==> config.mk <==
export PLATFORM = sky130hd
export DESIGN_NAME = adder_flat
export DESIGN_NICKNAME = d
export VERILOG_FILES = /design/src/rtl/adder_if.sv /design/src/rtl/adder.sv /design/src/flat_wrapper.sv
export SDC_FILE = /design/constraint.sdc
export NUM_CORES = 1
export LEC_CHECK = 0
export BUFFER_PORTS_ARGS = -buffer_cell sky130_fd_sc_hd__buf_2
export CAP_MARGIN = 10
export CORE_UTILIZATION = 42
export CTS_CLUSTER_SIZE = 8
export DETAILED_ROUTE_END_ITERATION = 10
export GPL_TIMING_DRIVEN = 0
export PLACE_DENSITY_LB_ADDON = 0.1
export REMOVE_ABC_BUFFERS = 1
export SLEW_MARGIN = 20
export SYNTH_ARGS = -nofsm -noshare
export SYNTH_HDL_FRONTEND = slang
export SYNTH_SLANG_ARGS = --single-unit
==> constraint.sdc <==
create_clock -name clk -period 3.9 [get_ports clk]
set_input_delay 0.78 -clock clk [delete_from_list [all_inputs] [get_ports clk]]
set_output_delay 0.78 -clock clk [all_outputs]
set_load 0.01 [all_outputs]
==> src/rtl/adder_if.sv <==
// Operand/result bundle for the 32-bit CLA adder.
// The master drives operands; the slave returns the registered result.
interface adder_if;
    logic        sub;
    logic [31:0] x;
    logic [31:0] y;
    logic        cout;
    logic [31:0] s;

    modport master (
        output sub,
        output x,
        output y,
        input  cout,
        input  s
    );

    modport slave (
        input  sub,
        input  x,
        input  y,
        output cout,
        output s
    );
endinterface

==> src/rtl/adder.sv <==
// 32-bit carry-lookahead add/subtract core with a registered result.
// Two-level lookahead: 4-bit blocks under one 8-way group unit.
module adder (
    input  logic   clk,
    input  logic   rst,
    adder_if.slave bus
);

    logic        c0;
    logic [31:0] yp;
    logic [31:0] g;
    logic [31:0] p;
    logic [31:0] r;
    logic [7:0]  bg;
    logic [7:0]  bp;
    logic [8:0]  bc;
    logic        term;
    logic        acc;

    assign c0 = bus.sub;
    assign yp = bus.y ^ {32{bus.sub}};
    assign g  = bus.x & yp;
    assign p  = bus.x ^ yp;

    for (genvar b = 0; b < 8; b++) begin : g_blk
        localparam int B = 4 * b;
        logic [3:0] gl;
        logic [3:0] pl;
        logic [3:0] cl;

        assign gl = g[B +: 4];
        assign pl = p[B +: 4];

        assign bp[b] = &pl;
        assign bg[b] = gl[3]
                     | (pl[3] & gl[2])
                     | (pl[3] & pl[2] & gl[1])
                     | (pl[3] & pl[2] & pl[1] & gl[0]);

        // In-block carries are flattened so no bit waits on its neighbour.
        assign cl[0] = bc[b];
        assign cl[1] = gl[0] | (pl[0] & bc[b]);
        assign cl[2] = gl[1] | (pl[1] & gl[0])
                     | (pl[1] & pl[0] & bc[b]);
        assign cl[3] = gl[2] | (pl[2] & gl[1])
                     | (pl[2] & pl[1] & gl[0])
                     | (pl[2] & pl[1] & pl[0] & bc[b]);

        assign r[B +: 4] = pl ^ cl;
    end

    // Each block carry-in is a sum of products of c0 and group G/P.
    always_comb begin
        term = 1'b0;
        acc  = 1'b0;
        bc   = '0;
        bc[0] = c0;
        for (int k = 1; k <= 8; k++) begin
            term = c0;
            for (int m = 0; m < k; m++) begin
                term = term & bp[m];
            end
            acc = term;
            for (int j = 0; j < k; j++) begin
                term = bg[j];
                for (int m = j + 1; m < k; m++) begin
                    term = term & bp[m];
                end
                acc = acc | term;
            end
            bc[k] = acc;
        end
    end

    always_ff @(posedge clk) begin
        if (rst) begin
            bus.cout <= 1'b0;
            bus.s    <= '0;
        end else begin
            bus.cout <= bc[8];
            bus.s    <= r;
        end
    end

endmodule

==> src/flat_wrapper.sv <==
// flat-port wrapper written by rule: the top's interface ports become plain ports
module adder_flat 
  (clk, rst, bus_sub, bus_x, bus_y, bus_cout, bus_s);
  adder_if bus_i ();
  input  logic clk;
  input  logic rst;
  input wire logic [$bits(bus_i.sub)-1:0] bus_sub;
  input wire logic [$bits(bus_i.x)-1:0] bus_x;
  input wire logic [$bits(bus_i.y)-1:0] bus_y;
  output wire logic [$bits(bus_i.cout)-1:0] bus_cout;
  output wire logic [$bits(bus_i.s)-1:0] bus_s;
  assign bus_i.sub = bus_sub;
  assign bus_i.x = bus_x;
  assign bus_i.y = bus_y;
  assign bus_cout = bus_i.cout;
  assign bus_s = bus_i.s;
  adder u_core (.clk(clk), .rst(rst), .bus(bus_i));
endmodule
; Yosys cells after proc, flatten, opt, wreduce, memory -nomap -nowiden
; Cells that the tools add are included.
[totals]
elab_cells = 277
output_inout_bits = 33
reg_bits = 33
[op_classes]
reduce_logical = 8
bitwise_logic = 267
[ops]
columns = operator, count
row1 = AND 1 bit, 148
row2 = OR 1 bit, 108
row3 = bitwise XOR 32 bit, 2
row4 = AND 32 bit, 1
row5 = AND reduction 4 bit, 8
row6 = bitwise XOR 4 bit, 8

; Depth between registers and ports, before layout
; Gate-level depths: netlist of run 1.
[logic_depth]
ltp_word = 22
depth_mapped = 13

; Worst setup path after synthesis of run 1
; No wires, ideal clock.
[synth_timing]
path_type = input -> register
startpoint = in bus_sub
endpoint = reg u_core.bus.s[24]
slack_ns = 0.345
stages = 12
setup_time_ns = 0.066
n_path_buf = 2
required_time_ns = 3.834
arrival_time_ns = 3.489
cell_sequence = buf_6 > clkbuf_1 > xor2_1 > ha_1 > a211o_1 > a21oi_2 > o211ai_1 > a31oi_4 > nor2_2 > a311oi_1 > fa_1 > nor2_1
[synth_between]
elab_chain_cells = 18
[synth_rtl]
columns = element, line
row1 = start: declaration, flat_wrapper.sv:7  ; input wire logic [$bits(bus_i.sub)-1:0] bus_sub;
row2 = bitwise XOR 32 bit, adder.sv:21  ; assign yp = bus.y ^ {32{bus.sub}};
row3 = bitwise XOR 32 bit / AND 32 bit (equally long branches), "adder.sv:23, adder.sv:22"
row4 = AND 1 bit (on tied branches), "adder.sv:36, adder.sv:37, adder.sv:38"
row5 = "OR 1 bit, or another cell as far along", adder.sv:36  ; | (pl[3] & gl[2])
row6 = OR 1 bit / AND 1 bit (equally long branches), "adder.sv:37, adder.sv:38"
row7 = OR 1 bit, adder.sv:38  ; | (pl[3] & pl[2] & pl[1] & gl[0]);
row8 = AND 1 bit (5 in a row), adder.sv:67  ; term = term & bp[m];
row9 = OR 1 bit (6 in a row), adder.sv:69  ; acc = acc | term;
row10 = bitwise XOR 4 bit *, adder.sv:49  ; assign r[B +: 4] = pl ^ cl;
row11 = end signal: assignment, adder.sv:81  ; bus.s <= r;
row12 = end: declaration, adder_if.sv:23  ; output s
; Every way passes the cells marked *; elsewhere a longest branch is shown, timed or not.
; A chain may end at the register's enable or synchronous reset.

; Final worst setup path of run 1
; Ends and elaborated chain as after synthesis.

==> flow_metrics.env, run 1 <==
export IMPL_drc=0
export IMPL_cpPeakStageDelay_ps=490
export IMPL_start_kind="input port"
export IMPL_fmax_mhz=284
export IMPL_slew_headroom_pct=49.7
export IMPL_p_int_uw=778
export IMPL_yosys_area_top_type="dfxtp_1"
export IMPL_worstPathMaxFanout=35
export IMPL_dieArea_mm2=0.00665
export IMPL_leakage_uw=0.00165
export IMPL_synth_cell_area_mm2=0.00266
export IMPL_yosysTopAreaCellShare_pct=24.9
export IMPL_first_pass_iters=4
export IMPL_fin_crit_ps=3520
export IMPL_wl_per_cell_um=11.6
export IMPL_n_fill_cell=608
export IMPL_syn_to_final_growth_pct=24.0
export IMPL_slew_violations=0
export IMPL_clk_pin_slew_worst_paths_ps=70
export IMPL_yosysSeqAreaShare_pct=24.9
export IMPL_seqPwrFrac_pct=34.2
export IMPL_die_w_um=81.5
export IMPL_ios=100
export IMPL_dp_hpwl_mm=4.38
export IMPL_p_clk_share_pct=20.8
export IMPL_critical_path_startpoint="bus_sub"
export IMPL_crit_path_end_kind="register"
export IMPL_grt_usage_pct=17.9
export IMPL_cts_tree="done"
export IMPL_use_met3_pct=3.78
export IMPL_vdd_drop_max_mv=0.175
export IMPL_synth_edff_count=0
export IMPL_rows=28
export IMPL_grt_busiest_layer="met2"
export IMPL_drive_above_1_share_pct=29.6
export IMPL_holdBufCountCts=0
export IMPL_p_per_area_mw_per_mm2=369
export IMPL_cts_sinks=33
export IMPL_ys_ff_latch=33
export IMPL_synth_cell_types=50
export IMPL_via_per_inst=4.86
export IMPL_cts_root_buffer="clkbuf_8"
export IMPL_fp_coreArea_mm2=0.00603
export IMPL_status="finished clean"
export IMPL_tns_ps=0
export IMPL_io_buffer_count=99
export IMPL_arrival_ps=3730
export IMPL_path_depth=11
export IMPL_layout_nets=504
export IMPL_total_power_uw=1220
export IMPL_crit_slowest_cell="fa_1"
export IMPL_path_cells="buf_4 > xor2_1 > ha_1 > a211o_1 > a21oi_2 > o211ai_1 > a31oi_4 > nor2_2 > a311oi_1 > fa_1 > nor2_1"
export IMPL_vias=2305
export IMPL_layout_setup_ws_ps=379
export IMPL_swShare_pct=36.0
export IMPL_netlist_instances=300
export IMPL_worstSetupPathType="input port to register"
export IMPL_cap_violations=0
export IMPL_synth_area_leaders="dfxtp_1 (25%), ha_1 (15%), xor2_1 (14%)"
export IMPL_p_comb_share_pct=45.0
export IMPL_path_delay_family="compound AO/OA/AOI/OAI gates"
export IMPL_worst_path_buf_inv=1
export IMPL_hold_depth=3
export IMPL_grt_max_degree=41
export IMPL_grt_antenna_before_repair=0
export IMPL_numCtsBuffers=5
export IMPL_synth_main_ff_cell="dfxtp_1"
export IMPL_cp_data_required_time_ps=4110
export IMPL_synth_most_common_cell="xor2_1"
export IMPL_rsz0062_at_grt="false"
export IMPL_cts_max_level=2
export IMPL_ys_warn_count=0
export IMPL_stdcell_count=474
export IMPL_gr_usage_met1_pct=22.1
export IMPL_gr_total_overflow=0
export IMPL_timing_final_crit_share_pct=90.3
export IMPL_grt_pass1_wl_mm=9.25
export IMPL_routabilityCongestion=0.817
export IMPL_min_path_type="input port to register"
export IMPL_die_y_um=81.5
export IMPL_power_switching_uw=438
export IMPL_endpoint="u_core.bus.s[24]"
export IMPL_ant_nets=0
export IMPL_postSynthAreaPerCell_um2=8.85
export IMPL_diodes=0
export IMPL_drt_total_wl_mm=5.48
export IMPL_synthArstFlopShare_pct=0
export IMPL_seqCellArea_um2=661
export IMPL_netlist_top_cells_count="xor2_1 (42), nor2_1 (36), dfxtp_1 (33)"
export IMPL_dp_cells=466
export IMPL_report_final_hold_viol_count=0
export IMPL_drtIter0Drc=64
export IMPL_multi_input_area_mm2=0.00187
export IMPL_grt_pass1_vias=2194
export IMPL_grt_use_met2_pct=31.3
export IMPL_clockBufferDepth=2
export IMPL_dp_slack_ps=-298
export IMPL_start_util_pct=44.1
export IMPL_finalSetupViolations=0
export IMPL_tightest_slew_ps=755
==> sequential cells by signal, indices dropped and copies added (netlist names) <==
name             flops
u_core.bus.cout      1
u_core.bus.s        32
==> cell usage in the layout (no fill, tap or decap), types with 6 or more instances in the layout <==
| master | n |
|---|---|
| ha_1 | 32 |
| dfxtp_1 | 33 |
| a21oi_1 | 10 |
| o21a_1 | 6 |
| xor2_1 | 42 |
| nor3_1 | 8 |
| fa_1 | 7 |
| xnor2_1 | 7 |
| inv_1 | 24 |
| nand2_1 | 8 |
| o21ai_0 | 7 |
| o211ai_1 | 7 |
| buf_2 | 98 |
| nor2_1 | 36 |
==> power groups by stage <==
stage / registers, µW / logic (µW) / clock network (µW)
detailed placement: 423 / 553 / 0
finish: 415 / 547 / 253
CTS: 416 / 556 / 266
floorplan: 460 / 341 / 0
global placement: 422 / 544 / 0
global route: 423 / 624 / 285
==> cells by family after synthesis <==
logic type,synth area share (%)
xor+xnor,16.2
flops,24.9
simple gates,15.1
buf+inv,4.80
compound gates,17.5
mux,1.22
fa+ha+maj,20.3
==> repair_timing <==
item,in CTS,in global routing
resized for setup,1,0
buffers inserted,0,0
setup endpoints to repair,1,0
==> how the worst min path moves through the flow <==
| stage | to | slack (ps) | startpoint |
|---|---|---|---|
| 5_1_grt | u_core.bus.cout | 900 | bus_x[31] |
| 4_1_cts | u_core.bus.cout | 890 | bus_x[31] |
| 3_3_place_gp | bus_s[30] | 1170 | u_core.bus.s[30] |
| 2_1_floorplan | u_core.bus.s[12] | 850 | rst |
| 6_report | u_core.bus.cout | 890 | bus_x[31] |
| 3_5_place_dp | bus_s[23] | 1170 | u_core.bus.s[23] |
==> metrics by stage <==
step	area [µm²]	utilization, %	hold WS (ps)
3_3_place_gp	3210	53.2	1170
2_1_floorplan	2620	-	847
5_1_grt	3290	54.7	895
3_5_place_dp	3210	53.2	1170
6_report	3290	54.7	894
4_1_cts	3290	54.7	886
==> worst min-delay path: stages <==
cell and delay (ps):
buf_2 80, ha_1 160, o31a_1 120
==> layout make-up <==
type | instances | area share, %
Tap cell | 75 | 2.85
Inverter | 24 | 2.74
Clock inverter | 2 | 0.304
Timing Repair Buffer | 99 | 15.1
Sequential cell | 33 | 20.1
Clock buffer | 6 | 2.20
Multi-Input combinational cell | 235 | 56.7
==> metal layers <==
| layer | wire length [µm] | vias up |
|---|---|---|
| met2 | 2610 | 59 |
| met4 | 55 | 0 |
| met3 | 289 | 6 |
| met1 | 2530 | 1008 |
| li1 | - | 1232 |
| met5 | 0 | - |
(Power assumes the default switching activity.)
==> run 2, diff against run 1 <==
- CTS_BUF_LIST: unset -> sky130_fd_sc_hd__clkbuf_2 sky130_fd_sc_hd__clkbuf_4 sky130_fd_sc_hd__clkbuf_8
==> flow_metrics.env, run 2 (synthesized netlist as in run 1, its figures left out) <==
export IMPL_diodes=0
export IMPL_worstSetupPathType="input port to register"
export IMPL_finalSetupViolations=0
export IMPL_crit_path_end_kind="register"
export IMPL_clk_pin_slew_worst_paths_ps=70
export IMPL_cts_tree="done"
export IMPL_arrival_ps=3730
export IMPL_grt_max_degree=41
export IMPL_wl_met2_mm=2.62
export IMPL_dp_cells=466
export IMPL_min_path_type="input port to register"
export IMPL_rows=28
export IMPL_worstPathMaxFanout=35
export IMPL_die_y_um=81.5
export IMPL_io_buffer_count=99
export IMPL_report_final_hold_viol_count=0
export IMPL_slew_headroom_pct=49.8
export IMPL_holdWs_ps=894
export IMPL_stdcell_count=474
export IMPL_start_util_pct=44.1
export IMPL_final_common_cell="buf_2"
export IMPL_ios=100
export IMPL_vdd_drop_max_mv=0.175
export IMPL_fp_coreArea_mm2=0.00603
export IMPL_dp_hpwl_mm=4.38
export IMPL_slew_violations=0
export IMPL_hold_path_startpoint="bus_x[31]"
export IMPL_drt_total_wl_mm=5.49
export IMPL_largest_register_ffs=32
export IMPL_start_kind="input port"
export IMPL_die_w_um=81.5
export IMPL_clockBufferDepth=2
export IMPL_via_per_inst=4.87
export IMPL_route_met3_wl_um=289
export IMPL_hold_depth=3
export IMPL_cp_data_required_time_ps=4110
export IMPL_final_cell_mix="buf_2 (98), xor2_1 (42), nor2_1 (36)"
export IMPL_top_regs="u_core.bus.s (32), u_core.bus.cout (1)"
export IMPL_grt_usage_pct=17.9
export IMPL_status="finished clean"
export IMPL_n_fill_cell=608
export IMPL_syn_to_final_growth_pct=24.1
export IMPL_grt_pass1_vias=2194
export IMPL_routabilityCongestion=0.817
export IMPL_numCtsBuffers=5
export IMPL_drive_above_1_share_pct=29.8
export IMPL_p_per_area_mw_per_mm2=371
export IMPL_layout_nets=504
export IMPL_wl_met1_mm=2.52
export IMPL_cts_root_buffer="clkbuf_8"
export IMPL_vias=2310
export IMPL_wl_per_cell_um=11.6
export IMPL_dieArea_mm2=0.00665
export IMPL_rsz0062_at_grt="false"
export IMPL_drtIter0Drc=63
export IMPL_tightest_slew_ps=754
export IMPL_grt_antenna_before_repair=0
export IMPL_min_to="u_core.bus.cout"
export IMPL_top_register="u_core.bus.s"
export IMPL_gr_total_overflow=0
export IMPL_leakage_uw=0.00166
export IMPL_fmax_mhz=284
export IMPL_timing_final_crit_share_pct=90.2
export IMPL_holdBufCountCts=0
export IMPL_layout_setup_ws_ps=383
export IMPL_cts_sinks=33
export IMPL_total_power_uw=1220
export IMPL_ant_nets=0
export IMPL_first_pass_iters=4
export IMPL_dp_slack_ps=-298
export IMPL_routed_top_layer="met4"
export IMPL_cap_violations=0
export IMPL_drc=0
export IMPL_grt_pass1_wl_mm=9.25
export IMPL_cts_max_level=2
export IMPL_fin_crit_ps=3520
[run 2: cell counts in the layout (fill, tap and decap cells not counted)]
No cell type changed its count.
[run 2: metrics by stage]
| step | setup TNS, ps | util [%] | instance area, µm² |
|---|---|---|---|
| floorplan | 0 | - | 2620 |
| global placement | -599 | 53.2 | 3210 |
| detailed placement | -1080 | 53.2 | 3210 |
| CTS | 0 | 54.7 | 3300 |
| global route | 0 | 54.7 | 3300 |
| finish | 0 | 54.7 | 3300 |
[run 2: final cells by class]
class	instances	area [µm²]	share of cell area (%)
Multi-Input combinational cell	235	1870	56.7
Clock buffer	6	76.3	2.31
Timing Repair Buffer	99	498	15.1
Sequential cell	33	661	20.0
Clock inverter	2	10.0	0.304
Inverter	24	90.1	2.73
Tap cell	75	93.8	2.85
[run 2: what timing repair did]
item	in CTS	in global routing
setup endpoints to repair	1	0
hold endpoints to repair	0	0
buffers inserted	0	0
resized for setup	1	0
[run 2: power by group]
group          internal (µW)  switching (µW)  total (µW)
Sequential               402            13.8         415
Combinational            253             294         547
Clock                    131             130         260
Total                    785             438        1220
[run 2: routing by layer]
metal / GRT usage, % / up-vias
li1: - / 1232
met1: 22.1 / 1013
met2: 31.3 / 59
met3: 3.78 / 6
met4: 4.82 / 0
met5: 0 / -
[run 2: worst max-delay path by stage]
stage | startpoint | end
after floorplan | bus_sub | u_core.bus.s[24]
after global placement | bus_sub | u_core.bus.s[24]
after detailed placement | bus_sub | u_core.bus.s[24]
after CTS | bus_sub | u_core.bus.s[24]
after global routing | bus_sub | u_core.bus.s[29]
final | bus_sub | u_core.bus.s[24]
[run 2: worst max-delay path, cell delays in order]
cell and delay [ps]:
buf_4 460, xor2_1 140, ha_1 380, a211o_1 340, a21oi_2 140, o211ai_1 180
a31oi_4 230, nor2_2 80, a311oi_1 370, fa_1 490, nor2_1 100
